==> config.mk <==
export PLATFORM = sky130hd
export DESIGN_NAME = scan_decoder_flat
export DESIGN_NICKNAME = d
export VERILOG_FILES = /design/src/rtl/scan_decoder_if.sv /design/src/rtl/scan_decoder.sv /design/src/flat_wrapper.sv
export SDC_FILE = /design/constraint.sdc
export NUM_CORES = 1
export LEC_CHECK = 0
export CAP_MARGIN = 30
export CORE_ASPECT_RATIO = 1.4
export CORE_UTILIZATION = 53
export DETAILED_ROUTE_END_ITERATION = 8
export PLACE_DENSITY = 0.82
export SLEW_MARGIN = 0
export SYNTH_ARGS = -nofsm -noshare
export SYNTH_HDL_FRONTEND = slang
export SYNTH_SLANG_ARGS = --single-unit
==> constraint.sdc <==
create_clock -name clk_i -period 2.61 [get_ports clk_i]
set_clock_uncertainty 0.05 [all_clocks]
set_input_delay 0.783 -clock clk_i [delete_from_list [all_inputs] [get_ports clk_i]]
set_output_delay 0.783 -clock clk_i [all_outputs]
set_load 0.005 [all_outputs]
==> src/rtl/scan_decoder_if.sv <==
// Control and output bundle of scan_decoder: enable gating, mode, select,
// scan timing inputs and the registered active-low decoder outputs.
interface scan_decoder_if #(
  parameter int SEL_W   = 3,
  parameter int DWELL_W = 16
);
  localparam int N = 1 << SEL_W;

  logic [SEL_W-1:0]   sel_i;
  logic               g1_en_i;
  logic               g2a_en_n_i;
  logic               g2b_en_n_i;
  logic               mode_i;
  logic [DWELL_W-1:0] dwell_i;
  logic [SEL_W-1:0]   last_i;
  logic [N-1:0]       yn_o;
  logic [SEL_W-1:0]   idx_o;
  logic               wrap_o;

  // No handshake: the controller holds levels, the decoder samples them every
  // rising edge and answers one cycle later.
  modport master (
    output sel_i, g1_en_i, g2a_en_n_i, g2b_en_n_i, mode_i, dwell_i, last_i,
    input  yn_o, idx_o, wrap_o
  );

  modport slave (
    input  sel_i, g1_en_i, g2a_en_n_i, g2b_en_n_i, mode_i, dwell_i, last_i,
    output yn_o, idx_o, wrap_o
  );
endinterface

==> src/rtl/scan_decoder.sv <==
// Registered 74138-style decoder with an added scan sequencer that walks the
// single low output across 0..last_i with a dwell and a break-before-make gap.
module scan_decoder #(
  parameter int SEL_W        = 3,
  parameter int DWELL_W      = 16,
  parameter int BLANK_CYCLES = 2
) (
  input  logic                clk_i,
  input  logic                rst_n_i,
  scan_decoder_if.slave       bus,
  output logic [1:0]          state_o
);
  localparam int N       = 1 << SEL_W;
  localparam int BLANK_W = (BLANK_CYCLES > 1) ? $clog2(BLANK_CYCLES) : 1;

  typedef enum logic [1:0] {
    IDLE       = 2'd0,
    DIRECT     = 2'd1,
    SCAN_ON    = 2'd2,
    SCAN_BLANK = 2'd3
  } state_t;

  state_t             state;
  logic [DWELL_W-1:0] count;
  logic [BLANK_W-1:0] blank_cnt;
  logic [SEL_W-1:0]   idx;
  logic [N-1:0]       yn_q;
  logic               wrap_q;

  logic               en;
  logic [SEL_W-1:0]   next_idx;

  function automatic logic [N-1:0] dec_n(input logic [SEL_W-1:0] s);
    logic [N-1:0] r;
    r    = '1;
    r[s] = 1'b0;
    return r;
  endfunction

  assign en = bus.g1_en_i & ~bus.g2a_en_n_i & ~bus.g2b_en_n_i;
  // idx above a lowered last_i wraps on its next advance instead of running on.
  assign next_idx = (idx >= bus.last_i) ? '0 : idx + 1'b1;

  always_ff @(posedge clk_i or negedge rst_n_i) begin
    if (!rst_n_i) begin
      state     <= IDLE;
      count     <= '0;
      blank_cnt <= '0;
      idx       <= '0;
      yn_q      <= '1;
      wrap_q    <= 1'b0;
    end else if (!en) begin
      state     <= IDLE;
      count     <= '0;
      blank_cnt <= '0;
      idx       <= '0;
      yn_q      <= '1;
      wrap_q    <= 1'b0;
    end else if (!bus.mode_i) begin
      state     <= DIRECT;
      count     <= '0;
      blank_cnt <= '0;
      yn_q      <= dec_n(bus.sel_i);
      wrap_q    <= 1'b0;
    end else begin
      wrap_q <= 1'b0;
      case (state)
        IDLE, DIRECT: begin
          state     <= SCAN_ON;
          idx       <= '0;
          count     <= '0;
          blank_cnt <= '0;
          yn_q      <= dec_n('0);
        end
        SCAN_ON: begin
          // >= lets a dwell_i lowered below the running count end the dwell now.
          if (count >= bus.dwell_i) begin
            if (BLANK_CYCLES > 0) begin
              state     <= SCAN_BLANK;
              blank_cnt <= '0;
              yn_q      <= '1;
            end else begin
              idx    <= next_idx;
              count  <= '0;
              yn_q   <= dec_n(next_idx);
              wrap_q <= (next_idx == '0);
            end
          end else begin
            count <= count + 1'b1;
            yn_q  <= dec_n(idx);
          end
        end
        SCAN_BLANK: begin
          if (int'(blank_cnt) >= BLANK_CYCLES - 1) begin
            state  <= SCAN_ON;
            idx    <= next_idx;
            count  <= '0;
            yn_q   <= dec_n(next_idx);
            wrap_q <= (next_idx == '0);
          end else begin
            blank_cnt <= blank_cnt + 1'b1;
            yn_q      <= '1;
          end
        end
        default: begin
          state <= IDLE;
          yn_q  <= '1;
        end
      endcase
    end
  end

  assign bus.yn_o   = yn_q;
  assign bus.idx_o  = idx;
  assign bus.wrap_o = wrap_q;
  assign state_o    = state;
endmodule
==> src/flat_wrapper.sv <==
// flat-port wrapper written by rule: the top's interface ports become plain ports
module scan_decoder_flat 
#(
  parameter int SEL_W        = 3,
  parameter int DWELL_W      = 16,
  parameter int BLANK_CYCLES = 2
)
  (clk_i, rst_n_i, state_o, bus_sel_i, bus_g1_en_i, bus_g2a_en_n_i, bus_g2b_en_n_i, bus_mode_i, bus_dwell_i, bus_last_i, bus_yn_o, bus_idx_o, bus_wrap_o);
  scan_decoder_if #(.SEL_W(SEL_W), .DWELL_W(DWELL_W)) bus_i ();
  input  logic clk_i;
  input  logic rst_n_i;
  output logic [1:0] state_o;
  input wire logic [$bits(bus_i.sel_i)-1:0] bus_sel_i;
  input wire logic [$bits(bus_i.g1_en_i)-1:0] bus_g1_en_i;
  input wire logic [$bits(bus_i.g2a_en_n_i)-1:0] bus_g2a_en_n_i;
  input wire logic [$bits(bus_i.g2b_en_n_i)-1:0] bus_g2b_en_n_i;
  input wire logic [$bits(bus_i.mode_i)-1:0] bus_mode_i;
  input wire logic [$bits(bus_i.dwell_i)-1:0] bus_dwell_i;
  input wire logic [$bits(bus_i.last_i)-1:0] bus_last_i;
  output wire logic [$bits(bus_i.yn_o)-1:0] bus_yn_o;
  output wire logic [$bits(bus_i.idx_o)-1:0] bus_idx_o;
  output wire logic [$bits(bus_i.wrap_o)-1:0] bus_wrap_o;
  assign bus_i.sel_i = bus_sel_i;
  assign bus_i.g1_en_i = bus_g1_en_i;
  assign bus_i.g2a_en_n_i = bus_g2a_en_n_i;
  assign bus_i.g2b_en_n_i = bus_g2b_en_n_i;
  assign bus_i.mode_i = bus_mode_i;
  assign bus_i.dwell_i = bus_dwell_i;
  assign bus_i.last_i = bus_last_i;
  assign bus_yn_o = bus_i.yn_o;
  assign bus_idx_o = bus_i.idx_o;
  assign bus_wrap_o = bus_i.wrap_o;
  scan_decoder #(.SEL_W(SEL_W), .DWELL_W(DWELL_W), .BLANK_CYCLES(BLANK_CYCLES)) u_core (.clk_i(clk_i), .rst_n_i(rst_n_i), .bus(bus_i), .state_o(state_o));
endmodule
* Word level (Yosys, flattened, before mapping)
Index checks and enable logic that the tools add are counted.
** Storage, ports and cells
- Register bits after elaboration :: 31
- Output and inout bits :: 14
- Logic and storage cells :: 80
** Operators by class
- Add/subtract/negate cells :: 3
- Order comparisons :: 9
- Eq/ne operators :: 10
- Mux-type cells :: 35
- Bitwise gates (word level) :: 7
- Reduce and logical (&&, ||, !) cells :: 10
** Operators by type and width (number)
- 16-bit two-way mux :: 4
- 16-bit case mux with 3 select lines :: 1
- 8-bit two-way mux :: 4
- 8-bit NOT :: 3
- 8-bit case mux with 3 select lines :: 1
- 16-bit by 1-bit adder with 16-bit output, second input constant :: 1
- 16-bit greater-or-equal comparator :: 1
- 4-bit != test, second input constant :: 4
- 3-bit by 4-bit < comparator with 1-bit output, second input constant :: 3
- 3-bit two-way mux :: 4
- 1-bit two-way mux :: 11
- 1-bit demux with 3-bit select :: 3
- 3-bit by 1-bit greater-or-equal comparator with 1-bit output, second input constant :: 3
- 2-bit two-way mux :: 4
- 2-bit case mux with 3 select lines :: 1
- 3-bit case mux with 2 select lines :: 1
- 2-bit AND reduction :: 3
- 2-bit equality test, second input constant :: 2
- 2-bit != test, second input constant :: 2
- 3-bit by 1-bit adder with 3-bit output, second input constant :: 1
- 3-bit greater-or-equal comparator :: 1
- 1-bit logical AND :: 3
- 3-bit zero test :: 1
- 3-bit != test, second input constant :: 1
- 9 further kinds :: 11

* Logic depth before layout (Yosys ltp)
Gate-level depths: netlist of the first run.
- Depth in word-level cells :: 11
- Gate-level depth with buffers :: 10
- Depth with buffers taken out :: 8

* Least setup slack after synthesis of the first run
Ideal clock, no wire load.
- Kind :: input port to flip-flop
- Start point :: input port bus_dwell_i[13]
- End point :: register u_core.count[14]
- Library setup time :: 0.129 ns
- Data arrival time :: 2.527 ns
- Setup slack :: -0.097 ns
- Stages on the path :: 10
- Path buffers :: 2
- Cells stage by stage :: inv_1 -> ha_1 -> nand4_2 -> nor3_2 -> or4b_1 -> buf_6 -> and3_4 -> buf_6 -> a32oi_2 -> nand2_1
** On the way
- Word-level cells in the longest chain between the ends :: 3
** RTL lines
- start: declaration :: line flat_wrapper.sv:18 : input wire logic [$bits(bus_i.dwell_i)-1:0] bus_dwell_i;
- 16-bit greater-or-equal comparator :: line scan_decoder.sv:77 : if (count >= bus.dwell_i) begin
- 4-bit != test (no line)
- 2-bit AND reduction (no line)
- end signal: assignment :: line scan_decoder.sv:89 : count <= count + 1'b1;
- end: declaration :: line scan_decoder.sv:24 : logic [DWELL_W-1:0] count;
No other way between the ends.
A chain may end at the register's enable or synchronous reset.

* Worst setup path in the final report of the first run
- Start point :: input port bus_dwell_i[15]
- End point :: register u_core.count[11]
Same word-level chain as after synthesis.

==> summary.md, run 1 <==
| Metric | Value |
|---|---|
| Post-detailed-route count of antenna-violating nets | 0 |
| EDFF count, synth | 0 |
| Die Wd | 58.0 um |
| Count of final hold-check violations | 0 |
| Clock power frac | 41.6% |
| Internal | slightly below 0.8 mW |
| Post-Syn Instances | 260 |
| Syn_nets | 309 |
| Sw Ratio | 23.9% |
| I/O pin total | 42 |
| CP Capture Type | flop |
| Failing checks | DRC |
| Setup WS post-layout | approximately 0.093 ns |
| GRT Resource Usage Total | 29.6% |
| Final Setup Violations | 0 |
| Pwr Total | 1.04 mW |
| NumNets Final | slightly below 400 |
| Pleak | around 1.5 nW |
| Post-route cell area | 0.00330 mm^2 |
| Final Util | 78.5% |
| Port Buffers | 41 |
| Worst slack, placed | -0.661 ns |
| Worst hold path class | flop to flop |
| 1st-iter DRT viols | between 100 and 150 |
| Sequential fraction of the synthesis area | 33.8% |
| Post-Syn Area | approximately 0.0023 mm^2 |
| Clock sink total | 31 |
| Site Rows | 28 |
| Final Critical Period | roughly 2.5 ns |
| Crit path buf inv count | 4 |
| Layout cells sized above 1 | 31.3% |
| Mapped Avg Cell Area | 8.95 um^2 |
| HP Start | u_core.count[15]$_DFFE_PN0P_ |
| Initial antenna violation count | 0 |
| Launch point of the worst reg-to-reg path | u_core.count[12]$_DFFE_PN0P_ |
| Post-DP HPWL | 4590 um |
| Normalized max-slew margin | 66.7% |
| Finished Layout Cells | 384 |
| Hold Crit Depth | 1 |
| Via-to-Cell Ratio | ~6 |
| Total vias in the final route | between 2000 and 2500 |
| Synth cell types | 63 |
| Clock slew seen by the registers of the worst setup and hold paths | 0.07 ns |
| Global-route wire length before repair | 10400 um |
| Logic gate share of total power | 11.5% |
| Critical Path RT | 2.74 ns |
| Clk buf depth | 2 |
| Worst-margin pin slew | 0.498 ns |
| Routed wire per std cell | roughly 17 um |
| Gpl congestion | about 0.92 |
| Post-Route Setup TNS | 0 ns |
| Max Cap Viol | 0 |
| DRC | 3 |
| Initial Util | 55.4% |
| Worst skew pair latency | 0.29 ns |
| Critical path depth | 11 |
| Largest net degree at the start of global routing | 32 |
| Reg2reg path depth | 9 |
| RSZ-0062 raised after global routing | no |
| Post-placement cell count | 369 |
| Power per cell area | 314 mW/mm^2 |
| Critical path startpoint category | primary input |
| Fmax | 397 MHz |
| CP max FO | 5 |
| H-Tree Depth | 2 |
| Max rail drop VDD | ~0.38 mV |
| Hold-fix buffers, CTS | 0 |
| #FFs+latches synth | 31 |
| Switching power total | 0.248 mW |
| Vias in the first global route | 2352 |
| Hold WS | 0.503 ns |
| TritonCTS buffer count | 5 |
| CTS tree | yes |
| Die footprint | about 0.0047 mm^2 |
| Area delta synth->final | 41.9% |
| CP arrival | ~2.7 ns |
| Cell-by-cell listing of the critical path | buf_2 > inv_2 > ha_4 > nand4_4 > nor3_4 > or4b_4 > buf_6 > nand4_1 > buf_4 > nor3_2 > a21o_1 |
| Endpoint of the worst hold path | u_core.count[15]$_DFFE_PN0P_ |
| Clk root buf | clkbuf_8 |
| Routed wire length | 6460 um |
| Slew Limit Fails | 0 |
| CP max stage cell | or4b_4 |
| Die H | 80.4 um |
| Delay-heaviest family, CP | simple AND/OR/NAND/NOR gates |
| Critical path class | primary input to flop |
| Synth area leader | dfrtp_1 |
| Part of the cycle the worst path needs | 96.4% |
| Flop2flop setup slack | 0.18 ns |
| Max incr delay on CP | 0.55 ns |
| Reg power frac | roughly 47% |
| Global route overflow | 0 |
| Most frequent cells in the layout | buf_4, nand2_1, clkdlybuf4s50_1 |
| Top-area cell type share of the netlist area | 24.7% |
| ANT cells | 0 |
| Ys flop type | dfrtp_1 |
| Status | finished with violations |
| Ranking of synthesized cells by area | dfrtp_1, ha_1, dfstp_2, nand2_1, inv_1 |
| DRT Pass-1 Iters | 6 |
| Area post-placement | 0.00298 mm^2 |
| Ys Warns | 0 |
| R2r endpoint | u_core.count[11]$_DFFE_PN0P_ |
| Fraction of registers with async set/reset | 100% |
| Most common cell after layout, fill and taps aside | buf_4 |
| Core area | 0.00420 mm^2 |
==> worst reg2reg max path, stage by stage, from the launching register on <==
cell and delay, ns:
dfrtp_1 0.48, ha_4 0.32, nand4_4 0.12, nor3_4 0.21, or4b_4 0.55, buf_6 0.16
nand4_1 0.14, buf_4 0.13, nor3_2 0.03, a21o_1 0.16
==> flip-flops by register name (all words and copies together), names as in the netlist <==
signal	count
u_core.count	16
u_core.bus.yn_o	8
u_core.bus.idx_o	3
u_core.state_o	2
u_core.blank_cnt	1
u_core.bus.wrap_o	1
==> what timing repair did <==
item | 4_1_cts | 5_1_grt
gates resized for setup | 56 | 14
setup endpoints to repair | 26 | 19
cloned | 1 | 0
pin swaps | 31 | 12
setup buffers | 5 | 2
==> synthesized netlist by cell type, types with 2 or more instances <==
library cell / count
nand2_1: 28
inv_1: 24
dfrtp_1: 23
ha_1: 21
nor3_1: 16
nor2_1: 14
a21oi_1: 12
nand3_1: 10
dfstp_2: 8
nand4_1: 8
o21ai_0: 8
a31oi_1: 6
o211ai_1: 5
a21o_1: 4
nor2b_1: 4
a211oi_1: 3
a22oi_2: 3
clkbuf_1: 3
clkbuf_8: 3
nor4_1: 3
o21ai_1: 3
o31ai_1: 3
and3_1: 2
and4_1: 2
buf_6: 2
nand2b_1: 2
o311ai_0: 2
o41ai_1: 2
or2_2: 2
==> power groups by stage <==
| stage | Clock, mW | Combinational [mW] | Sequential [mW] |
|---|---|---|---|
| after floorplan | 0 | 0.0358 | 0.494 |
| after global placement | 0 | 0.104 | 0.494 |
| after detailed placement | 0 | 0.108 | 0.494 |
| after CTS | 0.432 | 0.115 | 0.486 |
| after global routing | 0.450 | 0.131 | 0.486 |
| final | 0.431 | 0.119 | 0.486 |
==> worst max-delay path by stage <==
stage	from	to	slack, ns
5_1_grt	bus_last_i[2]	u_core.bus.yn_o[5]$_DFF_PN1_	0.02
3_3_place_gp	bus_dwell_i[14]	u_core.count[11]$_DFFE_PN0P_	-0.64
4_1_cts	bus_dwell_i[8]	u_core.count[14]$_DFFE_PN0P_	0.004
2_1_floorplan	bus_dwell_i[12]	u_core.count[14]$_DFFE_PN0P_	-0.01
3_5_place_dp	bus_dwell_i[14]	u_core.count[11]$_DFFE_PN0P_	-0.66
6_report	bus_dwell_i[15]	u_core.count[11]$_DFFE_PN0P_	0.09
==> layer usage <==
metal | up-vias | GRT usage, % | share of wire [%]
met3 | 22 | 4.19 | 4.6
met5 | - | 0 | 0
met4 | 0 | 16.0 | 3.6
li1 | 1126 | - | -
met2 | 89 | 52.5 | 53
met1 | 1119 | 33.5 | 39
==> cell type report <==
class	count	area, um^2
flip-flops and latches	31	786
repair buffers	80	684
clock buffers	7	96.3
inverters	24	90.1
well taps	45	56.3
clock inverters	1	7.51
fillers	292	902
multi-input cells	196	1580
==> cells by family after synthesis <==
family	count (synthesis)	synth area share [%]
mux	2	0.914
fa+ha+maj	21	11.3
compound gates	65	20.1
buf+inv	34	8.06
simple gates	105	25.1
xor+xnor	2	0.753
flops	31	33.8
Note: power is estimated with default switching activity, not from simulation.
==> run 2: changes to the inputs <==
--- a/config.mk
+++ b/config.mk
@@ -7,9 +7,9 @@
 export LEC_CHECK = 0
 export CAP_MARGIN = 30
 export CORE_ASPECT_RATIO = 1.4
-export CORE_UTILIZATION = 53
+export CORE_UTILIZATION = 48
 export DETAILED_ROUTE_END_ITERATION = 8
-export PLACE_DENSITY = 0.82
+export PLACE_DENSITY = 0.79
 export SLEW_MARGIN = 0
 export SYNTH_ARGS = -nofsm -noshare
 export SYNTH_HDL_FRONTEND = slang
==> constraint.sdc (replaced) <==
create_clock -name clk_i -period 2.1 [get_ports clk_i]
set_clock_uncertainty 0.05 [all_clocks]
set_input_delay 0.63 -clock clk_i [delete_from_list [all_inputs] [get_ports clk_i]]
set_output_delay 0.63 -clock clk_i [all_outputs]
set_load 0.005 [all_outputs]
==> run 2 against run 1 <==
- the flow finishes with violations (setup timing)
- first-iteration DRC count up 44%
- sequential share of layout area is 2.6 points lower
- wire length up 15%
- sequential power is 24% higher
- utilization grew 1.9 points
- die area up 10%
- hold slack got worse by 0.025 ns
- final cell count grew 9.6%
- largest cell class unchanged
==> summary.md, run 2 (synthesis gave the netlist of run 1 again) <==
| Metric | Value |
|---|---|
| Status | finished with violations |
| Failing checks | setup timing |
| Core area | 0.00461 mm^2 |
| Clock slew seen by the registers of the worst setup and hold paths | about 0.06 ns |
| Max FFs per register | 16 |
| Cell-by-cell listing of the critical path | ha_4 > nand4_4 > nor3_2 > or4b_4 > and3_4 > buf_6 > a32oi_2 > nand2_1 |
| Area delta synth->final | 59.2% |
| CTS tree | yes |
| Max rail drop VDD | ~0.30 mV |
| Clock sink total | 31 |
| H-Tree Depth | 2 |
| GR Util met3 | 3.70% |
| DRT Pass-1 Iters | 4 |
| Vias in the first global route | 2533 |
| Worst skew pair latency | 0.28 ns |
| CP arrival | 2.51 ns |
| Critical path class | flop to flop |
| NumNets Final | ~410 |
| Most common cell after layout, fill and taps aside | buf_4 |
| Hold-fix buffers, CTS | 0 |
| Fmax | 415 MHz |
| Power per cell area | 337 mW/mm^2 |
| RSZ-0062 raised after global routing | yes |
| Global Route met1 Usage | 34.0% |
| TritonCTS buffer count | 5 |
| Worst-margin pin slew | 0.427 ns |
| 1st-iter DRT viols | 148 |
| Count of final hold-check violations | 0 |
| Clk buf depth | 2 |
| Critical Path RT | 2.20 ns |
| Hold WS | 0.478 ns |
| Busiest grt layer | met2 |
| Top reg by flops | u_core.count |
| Delay-heaviest family, CP | simple AND/OR/NAND/NOR gates |
| Worst hold path class | flop to flop |
| Die Wd | 60.9 um |
| Clk root buf | clkbuf_8 |
| Max Cap Viol | 0 |
| Normalized max-slew margin | between 70% and 80% |
| Layout cells sized above 1 | 45.4% |
| Post-DP HPWL | just under 5000 um |
| Site Rows | 29 |
| Crit path buf inv count | 1 |
| Slew Limit Fails | 0 |
| Routed wire per std cell | 17.6 um |
| Post-detailed-route count of antenna-violating nets | 0 |
| Gpl congestion | 0.971 |
| Met2 Usage GRT | 55.1% |
| Critical path startpoint category | flop |
| Part of the cycle the worst path needs | 115% |
| DRC | 0 |
| I/O pin total | 42 |
| GRT Resource Usage Total | 30.1% |
| CP max FO | 6 |
| Pleak | 1.60 nW |
| ANT cells | 0 |
| Via-to-Cell Ratio | 6.16 |
| Pwr Total | 1.25 mW |
| Worst slack, placed | -1.04 ns |
| Post-Route Setup TNS | -4.07 ns |
| Setup WS post-layout | -0.311 ns |
| Routed wire length | roughly 7400 um |
| CP Capture Type | flop |
| Global-route wire length before repair | ~12000 um |
| Area post-placement | 0.00326 mm^2 |
| Die H | 84.4 um |
| Final Setup Violations | 26 |
| Port Buffers | 41 |
| Total vias in the final route | 2592 |
| Filler cells | around 300 |
| Final Critical Period | 2.41 ns |
| Initial Util | 50.5% |
| Die footprint | 0.00513 mm^2 |
| Global route overflow | 0 |
| Largest net degree at the start of global routing | 32 |
| CP max stage cell | or4b_4 |
| Most frequent cells in the layout | buf_4, nand2_1, clkdlybuf4s50_1, dfrtp_1, ha_4 |
| Max incr delay on CP | 0.54 ns |
| Post-route cell area | 0.00370 mm^2 |
| Initial antenna violation count | 0 |
## run 2: worst paths after layout
kind | from | end | slack (ns) | cells past startpoint
setup / recovery | u_core.count[14]$_DFFE_PN0P_ | u_core.count[14]$_DFFE_PN0P_ | -0.31 | 8
hold / removal | u_core.bus.idx_o[0]$_DFFE_PN0P_ | u_core.bus.idx_o[0]$_DFFE_PN0P_ | 0.48 | 1
setup reg to reg | u_core.count[14]$_DFFE_PN0P_ | u_core.count[14]$_DFFE_PN0P_ | -0.31 | 8
hold reg to reg | u_core.bus.idx_o[0]$_DFFE_PN0P_ | u_core.bus.idx_o[0]$_DFFE_PN0P_ | 0.48 | 1
max in group asynchronous | rst_n_i | u_core.bus.yn_o[6]$_DFF_PN1_ | 0.99 | 2
min in group asynchronous | rst_n_i | u_core.bus.idx_o[0]$_DFFE_PN0P_ | 0.68 | 2
## run 2: final cells by class
type | instances | area, um^2 | share of cell area [%]
clock buffers | 7 | 86.3 | 2.33
inverters | 24 | 105 | 2.84
repair buffers | 100 | 873 | 23.6
multi-input cells | 196 | 1770 | 47.8
well taps | 62 | 77.6 | 2.09
clock inverters | 1 | 5.00 | 0.135
flip-flops and latches | 31 | 787 | 21.2
## run 2: through the flow
step | utilization, % | std cells
after floorplan | - | 260
after global placement | 70.8 | 407
after detailed placement | 70.8 | 407
after CTS | 78.8 | 420
after global routing | 80.4 | 421
final | 80.4 | 421
## run 2: worst register-to-register path, stage by stage (launching register included)
cell and delay (ns):
dfrtp_1 0.43, ha_4 0.30, nand4_4 0.12, nor3_2 0.19, or4b_4 0.54, and3_4 0.24
buf_6 0.13, a32oi_2 0.19, nand2_1 0.09
## run 2: power by group
group          switching, mW  total (mW)  internal [mW]  leakage [nW]
Sequential           0.00292       0.605          0.602         0.404
Clock                  0.219       0.483          0.264        0.0482
Combinational         0.0745       0.162         0.0876          1.15
Total                  0.296        1.25          0.953          1.60
## run 2: routing by layer
metal	part of all wire [%]	vias to the layer above
li1	-	1161
met1	37	1251
met2	54	140
met3	4.8	40
met4	4.6	0
met5	0	-
## run 2: repair_timing
action                                 CTS  global route
gates resized for setup                 96            13
pin swaps                               45            12
endpoints found under the hold margin    0             0
buffers inserted                         6             1
cloned                                   1             0
setup endpoints to repair               29            28
